$ cat src/rtl/alarm_clock_pkg.sv
`default_nettype none
// +--------------------------------------------------------------------------+
// | alarm_clock_pkg                                                          |
// | Shared types and limits for the alarm clock controller.                  |
// | Rev 1.0                                                                  |
// +--------------------------------------------------------------------------+
package alarm_clock_pkg;

    typedef enum logic [2:0] {
        ST_RUN   = 3'd0,
        ST_CLK_H = 3'd1,
        ST_CLK_M = 3'd2,
        ST_ALM_H = 3'd3,
        ST_ALM_M = 3'd4
    } state_t;

    typedef logic [3:0] bcd_t;

    localparam int HOUR_MAX = 23;
    localparam int MIN_MAX  = 59;
    localparam int SEC_MAX  = 59;

    // Two-digit BCD encoding of a small integer (0..99).
    function automatic logic [7:0] to_bcd2(input int n);
        return {4'(n / 10), 4'(n % 10)};
    endfunction

endpackage
`default_nettype wire

$ cat src/rtl/btn_debounce.sv
`default_nettype none
// +--------------------------------------------------------------------------+
// | btn_debounce                                                             |
// | 2-FF synchronizer, stability filter and rising-edge one-cycle pulse.     |
// | Rev 1.0                                                                  |
// +--------------------------------------------------------------------------+
module btn_debounce #(
    parameter int DEBOUNCE_CYCLES = 500_000
) (
    input  logic clk,
    input  logic rst_n,
    input  logic i_btn,
    output logic o_press
);

    localparam int CW = (DEBOUNCE_CYCLES > 1) ? $clog2(DEBOUNCE_CYCLES) : 1;

    logic          sync1_q, sync2_q;
    logic          level_q, level_d;
    logic          level_prev_q;
    logic [CW-1:0] cnt_q, cnt_d;
    logic          press_q, press_d;

    // Counter only runs while the synchronized level disagrees with the accepted one.
    always_comb begin
        cnt_d   = '0;
        level_d = level_q;
        press_d = level_q & ~level_prev_q;
        if (sync2_q != level_q) begin
            if (cnt_q == CW'(DEBOUNCE_CYCLES - 1)) begin
                level_d = sync2_q;
            end else begin
                cnt_d = cnt_q + CW'(1);
            end
        end
    end

    always_ff @(posedge clk or negedge rst_n) begin
        if (!rst_n) begin
            sync1_q      <= 1'b0;
            sync2_q      <= 1'b0;
            level_q      <= 1'b0;
            level_prev_q <= 1'b0;
            cnt_q        <= '0;
            press_q      <= 1'b0;
        end else begin
            sync1_q      <= i_btn;
            sync2_q      <= sync1_q;
            level_q      <= level_d;
            level_prev_q <= level_q;
            cnt_q        <= cnt_d;
            press_q      <= press_d;
        end
    end

    assign o_press = press_q;

endmodule
`default_nettype wire

$ cat src/rtl/alarm_clock_ctrl.sv
`default_nettype none
// +--------------------------------------------------------------------------+
// | alarm_clock_ctrl                                                         |
// | BCD 24h clock with set-mode FSM, alarm register and timed alarm output.  |
// | Rev 1.0                                                                  |
// +--------------------------------------------------------------------------+
module alarm_clock_ctrl
    import alarm_clock_pkg::*;
#(
    parameter int CLK_HZ          = 50_000_000,
    parameter int DEBOUNCE_CYCLES = 500_000,
    parameter int ALARM_SECONDS   = 60
) (
    input  logic clk_clk,
    input  logic reset_reset_n,
    input  logic btn_up,
    input  logic btn_down,
    input  logic btn_set_clock,
    input  logic btn_set_alarm,
    output bcd_t display_h1,
    output bcd_t display_h0,
    output bcd_t display_m1,
    output bcd_t display_m0,
    output bcd_t display_s1,
    output bcd_t display_s0,
    output logic alarm
);

    localparam int PW = (CLK_HZ > 1) ? $clog2(CLK_HZ) : 1;
    localparam int AW = $clog2(ALARM_SECONDS + 1);

    localparam logic [7:0] C_HOUR_MAX = to_bcd2(HOUR_MAX);
    localparam logic [7:0] C_MIN_MAX  = to_bcd2(MIN_MAX);
    localparam logic [7:0] C_SEC_MAX  = to_bcd2(SEC_MAX);

    logic w_press_up, w_press_dn, w_press_sc, w_press_sa;

    btn_debounce #(.DEBOUNCE_CYCLES(DEBOUNCE_CYCLES)) u_db_up (
        .clk(clk_clk), .rst_n(reset_reset_n), .i_btn(btn_up),        .o_press(w_press_up));
    btn_debounce #(.DEBOUNCE_CYCLES(DEBOUNCE_CYCLES)) u_db_dn (
        .clk(clk_clk), .rst_n(reset_reset_n), .i_btn(btn_down),      .o_press(w_press_dn));
    btn_debounce #(.DEBOUNCE_CYCLES(DEBOUNCE_CYCLES)) u_db_sc (
        .clk(clk_clk), .rst_n(reset_reset_n), .i_btn(btn_set_clock), .o_press(w_press_sc));
    btn_debounce #(.DEBOUNCE_CYCLES(DEBOUNCE_CYCLES)) u_db_sa (
        .clk(clk_clk), .rst_n(reset_reset_n), .i_btn(btn_set_alarm), .o_press(w_press_sa));

    function automatic logic [7:0] bcd_inc(input logic [7:0] v, input logic [7:0] vmax);
        logic [7:0] r;
        if (v == vmax)              r = 8'h00;
        else if (v[3:0] == 4'd9)    r = {v[7:4] + 4'd1, 4'd0};
        else                        r = {v[7:4], v[3:0] + 4'd1};
        return r;
    endfunction

    function automatic logic [7:0] bcd_dec(input logic [7:0] v, input logic [7:0] vmax);
        logic [7:0] r;
        if (v == 8'h00)             r = vmax;
        else if (v[3:0] == 4'd0)    r = {v[7:4] - 4'd1, 4'd9};
        else                        r = {v[7:4], v[3:0] - 4'd1};
        return r;
    endfunction

    function automatic logic [7:0] bcd_edit(input logic [7:0] v, input logic [7:0] vmax,
                                            input logic up, input logic dn);
        logic [7:0] r;
        r = v;
        if (up)      r = bcd_inc(v, vmax);
        else if (dn) r = bcd_dec(v, vmax);
        return r;
    endfunction

    state_t          state_q, state_d;
    logic [PW-1:0]   presc_q, presc_d;
    logic [7:0]      hour_q, hour_d, min_q, min_d, sec_q, sec_d;
    logic [7:0]      alm_h_q, alm_h_d, alm_m_q, alm_m_d;
    logic            armed_q, armed_d;
    logic            alarm_q, alarm_d;
    logic [AW-1:0]   alm_cnt_q, alm_cnt_d;
    logic [23:0]     disp_q, disp_d;

    logic w_tick_en, w_tick, w_any_press, w_up_only, w_dn_only, w_dismiss;

    assign w_tick_en   = (state_q == ST_RUN) || (state_q == ST_ALM_H) || (state_q == ST_ALM_M);
    assign w_tick      = w_tick_en && (presc_q == PW'(CLK_HZ - 1));
    assign w_any_press = w_press_up | w_press_dn | w_press_sc | w_press_sa;
    assign w_up_only   = w_press_up & ~w_press_dn;
    assign w_dn_only   = w_press_dn & ~w_press_up;
    assign w_dismiss   = (state_q == ST_RUN) && alarm_q && w_any_press;

    always_comb begin
        state_d   = state_q;
        presc_d   = w_tick_en ? (w_tick ? '0 : presc_q + PW'(1)) : '0;
        hour_d    = hour_q;
        min_d     = min_q;
        sec_d     = sec_q;
        alm_h_d   = alm_h_q;
        alm_m_d   = alm_m_q;
        armed_d   = armed_q;
        alarm_d   = alarm_q;
        alm_cnt_d = alm_cnt_q;

        if (w_tick) begin
            sec_d = bcd_inc(sec_q, C_SEC_MAX);
            if (sec_q == C_SEC_MAX) begin
                min_d = bcd_inc(min_q, C_MIN_MAX);
                if (min_q == C_MIN_MAX) begin
                    hour_d = bcd_inc(hour_q, C_HOUR_MAX);
                end
            end
        end

        case (state_q)
            ST_RUN: begin
                // A press that silences the alarm does nothing else.
                if (!w_dismiss) begin
                    if (w_press_sc)      state_d = ST_CLK_H;
                    else if (w_press_sa) state_d = ST_ALM_H;
                end
            end
            ST_CLK_H: begin
                hour_d = bcd_edit(hour_q, C_HOUR_MAX, w_up_only, w_dn_only);
                if (w_press_sc) state_d = ST_CLK_M;
            end
            ST_CLK_M: begin
                min_d = bcd_edit(min_q, C_MIN_MAX, w_up_only, w_dn_only);
                if (w_press_sc) begin
                    state_d = ST_RUN;
                    sec_d   = 8'h00;
                end
            end
            ST_ALM_H: begin
                alm_h_d = bcd_edit(alm_h_q, C_HOUR_MAX, w_up_only, w_dn_only);
                if (w_press_sa) state_d = ST_ALM_M;
            end
            ST_ALM_M: begin
                alm_m_d = bcd_edit(alm_m_q, C_MIN_MAX, w_up_only, w_dn_only);
                if (w_press_sa) begin
                    state_d = ST_RUN;
                    armed_d = 1'b1;
                end
            end
            default: state_d = ST_RUN;
        endcase

        if (alarm_q && w_tick) begin
            if (alm_cnt_q <= AW'(1)) begin
                alarm_d   = 1'b0;
                alm_cnt_d = '0;
            end else begin
                alm_cnt_d = alm_cnt_q - AW'(1);
            end
        end
        if (w_dismiss) begin
            alarm_d   = 1'b0;
            alm_cnt_d = '0;
        end
        // Trigger is evaluated last so it overrides a same-cycle dismiss.
        if ((state_q == ST_RUN) && armed_q && w_tick &&
            (hour_d == alm_h_q) && (min_d == alm_m_q) && (sec_d == 8'h00)) begin
            alarm_d   = 1'b1;
            alm_cnt_d = AW'(ALARM_SECONDS);
        end

        if ((state_d == ST_ALM_H) || (state_d == ST_ALM_M)) disp_d = {alm_h_d, alm_m_d, 8'h00};
        else                                                disp_d = {hour_d, min_d, sec_d};
    end

    always_ff @(posedge clk_clk or negedge reset_reset_n) begin
        if (!reset_reset_n) begin
            state_q   <= ST_RUN;
            presc_q   <= '0;
            hour_q    <= 8'h00;
            min_q     <= 8'h00;
            sec_q     <= 8'h00;
            alm_h_q   <= 8'h00;
            alm_m_q   <= 8'h00;
            armed_q   <= 1'b0;
            alarm_q   <= 1'b0;
            alm_cnt_q <= '0;
            disp_q    <= '0;
        end else begin
            state_q   <= state_d;
            presc_q   <= presc_d;
            hour_q    <= hour_d;
            min_q     <= min_d;
            sec_q     <= sec_d;
            alm_h_q   <= alm_h_d;
            alm_m_q   <= alm_m_d;
            armed_q   <= armed_d;
            alarm_q   <= alarm_d;
            alm_cnt_q <= alm_cnt_d;
            disp_q    <= disp_d;
        end
    end

    assign {display_h1, display_h0, display_m1, display_m0, display_s1, display_s0} = disp_q;
    assign alarm = alarm_q;

endmodule
`default_nettype wire

$ cat config.mk
export PLATFORM = sky130hd
export DESIGN_NAME = alarm_clock_ctrl
export DESIGN_NICKNAME = d
export VERILOG_FILES = /design/src/rtl/alarm_clock_pkg.sv /design/src/rtl/btn_debounce.sv /design/src/rtl/alarm_clock_ctrl.sv
export SDC_FILE = /design/constraint.sdc
export NUM_CORES = 1
export LEC_CHECK = 0
export ABC_AREA = 0
export ABC_CLOCK_PERIOD_IN_PS = 4400
export CAP_MARGIN = 20
export CELL_PAD_IN_SITES_DETAIL_PLACEMENT = 1
export CELL_PAD_IN_SITES_GLOBAL_PLACEMENT = 2
export CORE_MARGIN = 4
export CORE_UTILIZATION = 40
export CTS_CLUSTER_DIAMETER = 120
export CTS_CLUSTER_SIZE = 16
export DETAILED_ROUTE_END_ITERATION = 7
export PLACE_DENSITY_LB_ADDON = 0.12
export SLEW_MARGIN = 0
export SYNTH_ARGS = -nofsm -noshare
export SYNTH_HDL_FRONTEND = slang
export SYNTH_SLANG_ARGS = --single-unit
export TNS_END_PERCENT = 20
$ cat constraint.sdc
create_clock -name clk_clk -period 4.4 [get_ports clk_clk]
set_input_delay 0.66 -clock clk_clk [delete_from_list [all_inputs] [get_ports clk_clk]]
set_output_delay 0.66 -clock clk_clk [all_outputs]
set_load 0.005 [all_outputs]
==> impl_metrics.csv, run 1 <==
group,metric,value,unit
floorplanning,ios,31,
timing,slew-limit-headroom,40.98,%
floorplanning,die_area,0.03174,mm2
power,pwr_density_cell,267.1,mW/mm2
timing,fin_skew,0.01499,ns
detailed_routing,met3_length,1.223,mm
clock_tree,cts_setup_buffers,0,
worst_setup_path,path_class,"reg -> reg",
power,netSwitchingFraction,24.82,%
timing,slew_violations,0,
synth,post-synth-top-count-cell,"dfrtp_1",
timing,fin_tns_setup,0,ns
global_route,grt_pass1_wl,55.23,mm
global_route,grt_max_degree,107,
detailed_routing,dr_wl_met2,15.79,mm
power,peakVddDrop,0.2540,mV
placement,place.gp.congestion,0.8958,
detailed_routing,vias_per_cell,5.662,
detailed_routing,dr.pass1.iters,5,
synth,synth_nets,1328,
timing,worst_hold_slack,0.2455,ns
placement,place_hpwl,24.39,mm
worst_setup_path,critPathLaunchType,"register",
timing,fin_crit_sh,90.90,%
floorplanning,fp-row-count,62,
clock_tree,clk_pin_slew,0.07,ns
power,intPower,0.002592,W
clock_tree,cts_made_buffers,17,
power,pwr-share-comb,2.1,%
synth,netlist.area_leader.share,42.56,%
timing,min_period,4.000,ns
synth,ys_async_sr_fraction,100.0,%
power,seq_power_share,53.1,%
floorplanning,die_w,178.2,um
global_route,grt.overflow.total,0,
timing,fmax,250.0,MHz
clock_tree,cts_tree,"done",
clock_tree,cts_hold_buf,0,
synth,syn-cell-area,0.01158,mm2
worst_setup_path,required,4.74,ns
detailed_routing,wl_per_cell,19.79,um
synth,yosysTopAreaCell,"dfrtp_1",
power,p_leak,5.551,nW
cells_and_area,antennaDiodeCount,0,
synth,avgSynthCellArea,9.006,um2
cells_and_area,fillers,3317,
placement,place_area,0.01234,mm2
synth,seq_area_frac_synth,42.56,%
worst_setup_path,crit_arrival,4.34,ns
floorplanning,core-area,0.02863,mm2
detailed_routing,num_vias,9614,
cells_and_area,final_layout_size_suffix_gt1_share,8.067,%
detailed_routing,drtAntennaViolNets,0,
synth,ys_types,81,
synth,synth_common_cells,"dfrtp_1 (197), nor2_1 (172), nand2_1 (100), a21oi_1 (71), o21ai_0 (71)",
timing,worstMarginPinSlew,0.8772,ns
synth,ys_warn_count,0,
synth,syn_inst,1286,
worst_setup_path,critPathCaptureType,"register",
detailed_routing,wl_met1,15.86,mm
synth,synth-main-ff-cell,"dfrtp_1",
global_route,grt_pass1_vias,10040,
detailed_routing,top_layer_used,"met5",
clock_tree,htreeDepth,4,
power,p_clk_share,44.7,%
global_route,antenna_found_initial,1,
floorplanning,start_util,40.46,%
clock_tree,cts_resized,0,
timing,setup_viol,0,
synth,synth_top_cells_by_area,"dfrtp_1 (43%), nor2_1 (5.6%), xor2_1 (4.7%), ha_1 (3.9%), nand2_1 (3.2%)",
timing,hold_viol,0,
clock_tree,clk_path_buf_depth,2,
min_path,hold_path.class,"in -> async",
global_route,grt_use_total,21.91,%
synth,ys_seq_elements,197,
cells_and_area,syn_to_final_growth,11.48,%
clock_tree,cts_root_buf,"clkbuf_16",
power,switchingPower,0.0008559,W
detailed_routing,post-route-drc-count,0,
timing,rsz0062_at_grt,"no",
detailed_routing,drt_iter0_markers,632,
clock_tree,worst_skew_pair.late_latency,0.45,ns
detailed_routing,drt-total-wl,33.61,mm
job,cap_violations,0,
worst_setup_path,worstPathMaxFanout,7,
placement,io_buffers,30,
run_status,status,"finished clean",
synth,synth_edf_count,0,
cells_and_area,design_area,0.01291,mm2
cells_and_area,nNetsFinal,1343,
clock_tree,clkSinkCount,197,
floorplanning,die_y,178.2,um
layer usage:
layer,GRT usage [%],up-vias
met5,0,-
met4,6.510,2
met3,3.794,44
met2,35.57,148
met1,30.11,4838
li1,-,4582
stage by stage:
step,setup slack (ns),std cells,util [%],power (W)
2_1_floorplan,1.079,1286,-,0.001893
3_3_place_gp,0.5312,1666,43.12,0.001945
3_5_place_dp,0.4988,1666,43.12,0.001947
4_1_cts,0.5000,1698,45.11,0.003517
5_1_grt,0.2626,1698,45.11,0.003592
6_report,0.4003,1698,45.11,0.003448
cells in the final DEF (no fill, tap or decap), types with 8 or more instances in the layout:
cell / netlist / routed
o22ai_1: 10 / 10
buf_4: 2 / 31
mux2_2: 20 / 20
inv_1: 40 / 40
nand3b_1: 13 / 13
ha_1: 36 / 36
o31ai_1: 10 / 10
a21oi_1: 71 / 70
xor2_1: 62 / 62
a31oi_1: 8 / 8
nand2b_1: 8 / 8
nand3_1: 68 / 68
nand4_1: 22 / 22
nor3_1: 28 / 28
nor2_1: 172 / 172
nor2b_1: 11 / 11
mux2i_1: 18 / 18
nor4_1: 16 / 16
or3_1: 19 / 19
nand2_1: 100 / 100
and3_1: 26 / 26
and4_1: 8 / 8
o21ai_0: 71 / 71
clkdlybuf4s50_1: 0 / 29
and2_1: 16 / 16
xnor2_1: 40 / 40
clkbuf_16: 0 / 17
dfrtp_1: 197 / 197
logic make-up (layout without fill, tap and decap cells):
kind of cell	count (synthesis)	count (layout)	synth area share [%]
buf+inv	105	133	3.586
simple gates	559	559	25.12
mux	38	38	3.500
compound gates	249	249	13.63
fa+ha+maj	36	36	3.889
flops	197	197	42.56
xor+xnor	102	102	7.713
flip-flops by register name, summed over array words and instances (netlist names), 3 cells and up:
register       flops
u_db_up.cnt_q     19
alm_cnt_q          6
disp_q            24
alm_h_q            8
u_db_sc.cnt_q     19
state_q            3
u_db_sa.cnt_q     19
min_q              8
u_db_dn.cnt_q     19
hour_q             8
alm_m_q            8
sec_q              8
presc_q           26
path summary, 6_finish.rpt:
kind | end | cells after the start | slack, ns | from
setup / recovery | alm_cnt_q[1] | 10 | 0.40 | sec_q[4]
min in group clk_clk | u_db_sa.sync2_q | 0 | 0.36 | u_db_sa.sync1_q
hold reg to reg | u_db_sa.sync2_q | 0 | 0.36 | u_db_sa.sync1_q
hold / removal | presc_q[17] | 1 | 0.25 | reset_reset_n
setup reg to reg | alm_cnt_q[1] | 10 | 0.40 | sec_q[4]
max in group asynchronous | presc_q[23] | 2 | 3.13 | reset_reset_n
critical path: stages, from the launching register on:
cell and delay (ns):
dfrtp_1 0.48, ha_1 0.26, nand3b_1 0.14, nor4_1 0.75
a2111oi_0 0.36, a41o_1 0.27, or4_1 0.43, nor4_2 0.17
nand4_1 0.11, or4_1 0.72, and2_4 0.22
power by group through the flow:
stage	logic, W	registers (W)	clock network (W)
after floorplan	0.0000262	0.00187	0
after global placement	0.0000766	0.00187	0
after detailed placement	0.0000785	0.00187	0
after CTS	0.0000785	0.00183	0.00161
after global routing	0.0000870	0.00184	0.00167
final	0.0000731	0.00183	0.00154
final cells by class:
class / instances / area, um2 / area share [%]
Multi-Input combinational cell: 984 / 6246 / 48.37
Inverter: 40 / 150.1 / 1.163
Sequential cell: 197 / 4930 / 38.18
Tap cell: 384 / 480.5 / 3.721
Clock inverter: 14 / 138.9 / 1.076
Clock buffer: 18 / 429.2 / 3.324
Timing Repair Buffer: 61 / 538.0 / 4.167
No activity file was read; power rests on OpenSTA's default activity.
==> inputs of run 2 (changes only) <==
--- a/config.mk
+++ b/config.mk
@@ -15,6 +15,7 @@
 export CTS_CLUSTER_DIAMETER = 120
 export CTS_CLUSTER_SIZE = 16
 export DETAILED_ROUTE_END_ITERATION = 7
+export GPL_ROUTABILITY_DRIVEN = 0
 export PLACE_DENSITY_LB_ADDON = 0.12
 export SLEW_MARGIN = 0
 export SYNTH_ARGS = -nofsm -noshare
==> results of run 2 <==
No change in the layout: final DEF, timing and power equal those of run 1.
==> inputs of run 3 (changes only) <==
--- a/config.mk
+++ b/config.mk
@@ -10,6 +10,7 @@
 export CAP_MARGIN = 20
 export CELL_PAD_IN_SITES_DETAIL_PLACEMENT = 1
 export CELL_PAD_IN_SITES_GLOBAL_PLACEMENT = 2
+export CORE_ASPECT_RATIO = 1.5
 export CORE_MARGIN = 4
 export CORE_UTILIZATION = 40
 export CTS_CLUSTER_DIAMETER = 120
==> run 3 against run 2 <==
Cell area is 0.40% lower. Clock power is essentially flat. Clock-buffer cell count shrank 1. Worst hold slack improved by 0.0096 ns. Setup slack worse by 0.066 ns. Critical endpoint is now alm_cnt_q[0]. Largest power group unchanged.
==> impl_metrics.csv, run 3 (synthesis results as in run 1) <==
group,metric,value,unit
detailed_routing,num_vias,9558,
cells_and_area,nNetsFinal,1335,
worst_setup_path,required,4.75,ns
cells_and_area,top_register,"presc_q",
timing,rsz0062_at_grt,"no",
timing,min_period,4.066,ns
timing,fin_crit_sh,92.41,%
min_path,hold_path.class,"in -> async",
timing,fin_skew,0.01188,ns
worst_setup_path,critPathLaunchType,"register",
worst_setup_path,worstPathCellList,"ha_1, nand3b_1, nor4_1, a2111oi_0, a41o_1, or4_1, nor4_2, nand4_1, or4_1, and2_4",
worst_setup_path,worst_path_most_repeated_cell,"or4_1",
cells_and_area,finish.utilization,44.93,%
detailed_routing,vias_per_cell,5.636,
timing,worstMarginPinSlew,0.9756,ns
cells_and_area,reg_top3,"presc_q x26, disp_q x24",
global_route,grt_use_total,21.23,%
floorplanning,die_area,0.03180,mm2
clock_tree,cts_hold_buf,0,
floorplanning,die_w,146.9,um
clock_tree,cts_made_buffers,17,
clock_tree,clk_path_buf_depth,2,
clock_tree,worst_skew_pair.late_latency,0.46,ns
floorplanning,fp-row-count,76,
timing,setup_viol,0,
timing,hold_viol,0,
floorplanning,ios,31,
worst_setup_path,worstReg2RegEnd,"alm_cnt_q[0]",
floorplanning,die_y,216.4,um
global_route,grt_pass1_vias,10210,
clock_tree,clkSinkCount,197,
timing,slew_violations,0,
clock_tree,cts_setup_buffers,0,
cells_and_area,antennaDiodeCount,0,
clock_tree,cts_resized,0,
global_route,grt_pass1_wl,54.29,mm
detailed_routing,wl_per_cell,19.41,um
worst_setup_path,critPathCaptureType,"register",
clock_tree,clk_pin_slew,0.08,ns
run_status,status,"finished clean",
worst_setup_path,path_class,"reg -> reg",
worst_setup_path,regToRegSetupSlack,0.33,ns
worst_setup_path,cp_slowest_cell,"nor4_1",
worst_setup_path,worstPathMaxFanout,7,
timing,slew-limit-headroom,33.28,%
power,pwr_density_cell,268.4,mW/mm2
cells_and_area,syn_to_final_growth,11.04,%
power,peakVddDrop,0.2783,mV
clock_tree,cts_tree,"done",
global_route,grt.overflow.total,0,
detailed_routing,dr.pass1.iters,4,
placement,io_buffers,30,
timing,worst_hold_slack,0.2551,ns
global_route,grt_max_degree,94,
worst_setup_path,crit_arrival,4.42,ns
clock_tree,cts_root_buf,"clkbuf_16",
worst_setup_path,cp_slowest_stage_delay,0.78,ns
floorplanning,start_util,40.47,%
cells_and_area,final_common_cell,"dfrtp_1",
cells_and_area,final_layout_size_suffix_gt1_share,7.580,%
detailed_routing,drtAntennaViolNets,0,
cells_and_area,largest_reg_flops,26,
cells_and_area,final_cell_mix,"dfrtp_1 (197), nor2_1 (172), nand2_1 (100), o21ai_0 (71), a21oi_1 (70)",
detailed_routing,post-route-drc-count,0,
worst_setup_path,r2r_start,"sec_q[4]",
power,p_leak,5.523,nW
clock_tree,htreeDepth,4,
timing,fin_tns_setup,0,ns
job,cap_violations,0,
cells_and_area,fillers,3332,
detailed_routing,drt_iter0_markers,391,
placement,place_hpwl,24.28,mm
worst_setup_path,ff2ff_path_depth,10,
global_route,antenna_found_initial,0,
timing,fmax,245.9,MHz
detailed_routing,drt-total-wl,32.92,mm
floorplanning,core-area,0.02862,mm2
==> run 3: cell types whose count changed in the layout (fill, tap and decap cells not counted), sizes merged <==
cell and change:
buf -9, inv +5, clkinv -3, clkinvlp -1
==> run 3: worst max path at each step <==
stage	cells past startpoint	to	slack, ns	start
4_1_cts	10	alm_cnt_q[0]	0.33	sec_q[4]
3_3_place_gp	10	alm_cnt_q[1]	0.26	sec_q[4]
3_5_place_dp	11	alm_cnt_q[1]	0.37	sec_q[5]
5_1_grt	10	alm_cnt_q[0]	0.12	sec_q[4]
2_1_floorplan	13	alm_cnt_q[0]	1.08	min_q[0]
6_report	10	alm_cnt_q[0]	0.33	sec_q[4]
==> run 3: final cells by class <==
class	count	area, um2	area share [%]
clock buffers	17	425.4	3.308
clock inverters	15	132.6	1.031
inverters	40	150.1	1.167
multi-input cells	984	6246	48.56
flip-flops and latches	197	4930	38.33
well taps	390	488.0	3.794
repair buffers	53	489.2	3.804
==> run 3: stage by stage <==
stage	instance area [um2]	setup WS (ns)	instances	power [W]
6_report	12860	0.3339	1696	0.003453
3_5_place_dp	12300	0.3685	1664	0.001947
4_1_cts	12860	0.3251	1696	0.003514
3_3_place_gp	12300	0.2622	1664	0.001945
5_1_grt	12860	0.1160	1696	0.003599
2_1_floorplan	11580	1.079	1286	0.001893
==> run 3: power breakdown <==
part           internal (W)  switching (W)
Combinational     0.0000176      0.0000560
Sequential          0.00182      0.0000111
Clock              0.000752       0.000794
Total               0.00259       0.000861
==> run 3: critical path: cells and delay by family, from the launching register on <==
kind	cells	cell delay [ns]
fa+ha+maj	1	0.24
compound gates	2	0.69
simple gates	7	2.56
flops	1	0.47
==> run 3: layer usage <==
metal  global-route usage (%)  up-vias  wire, um
met5                        0        -         0
met4                    7.774        0       967
met3                    2.928       56       627
met2                    40.11      123     17930
met1                    24.13     4800     13390
li1                         -     4579         -
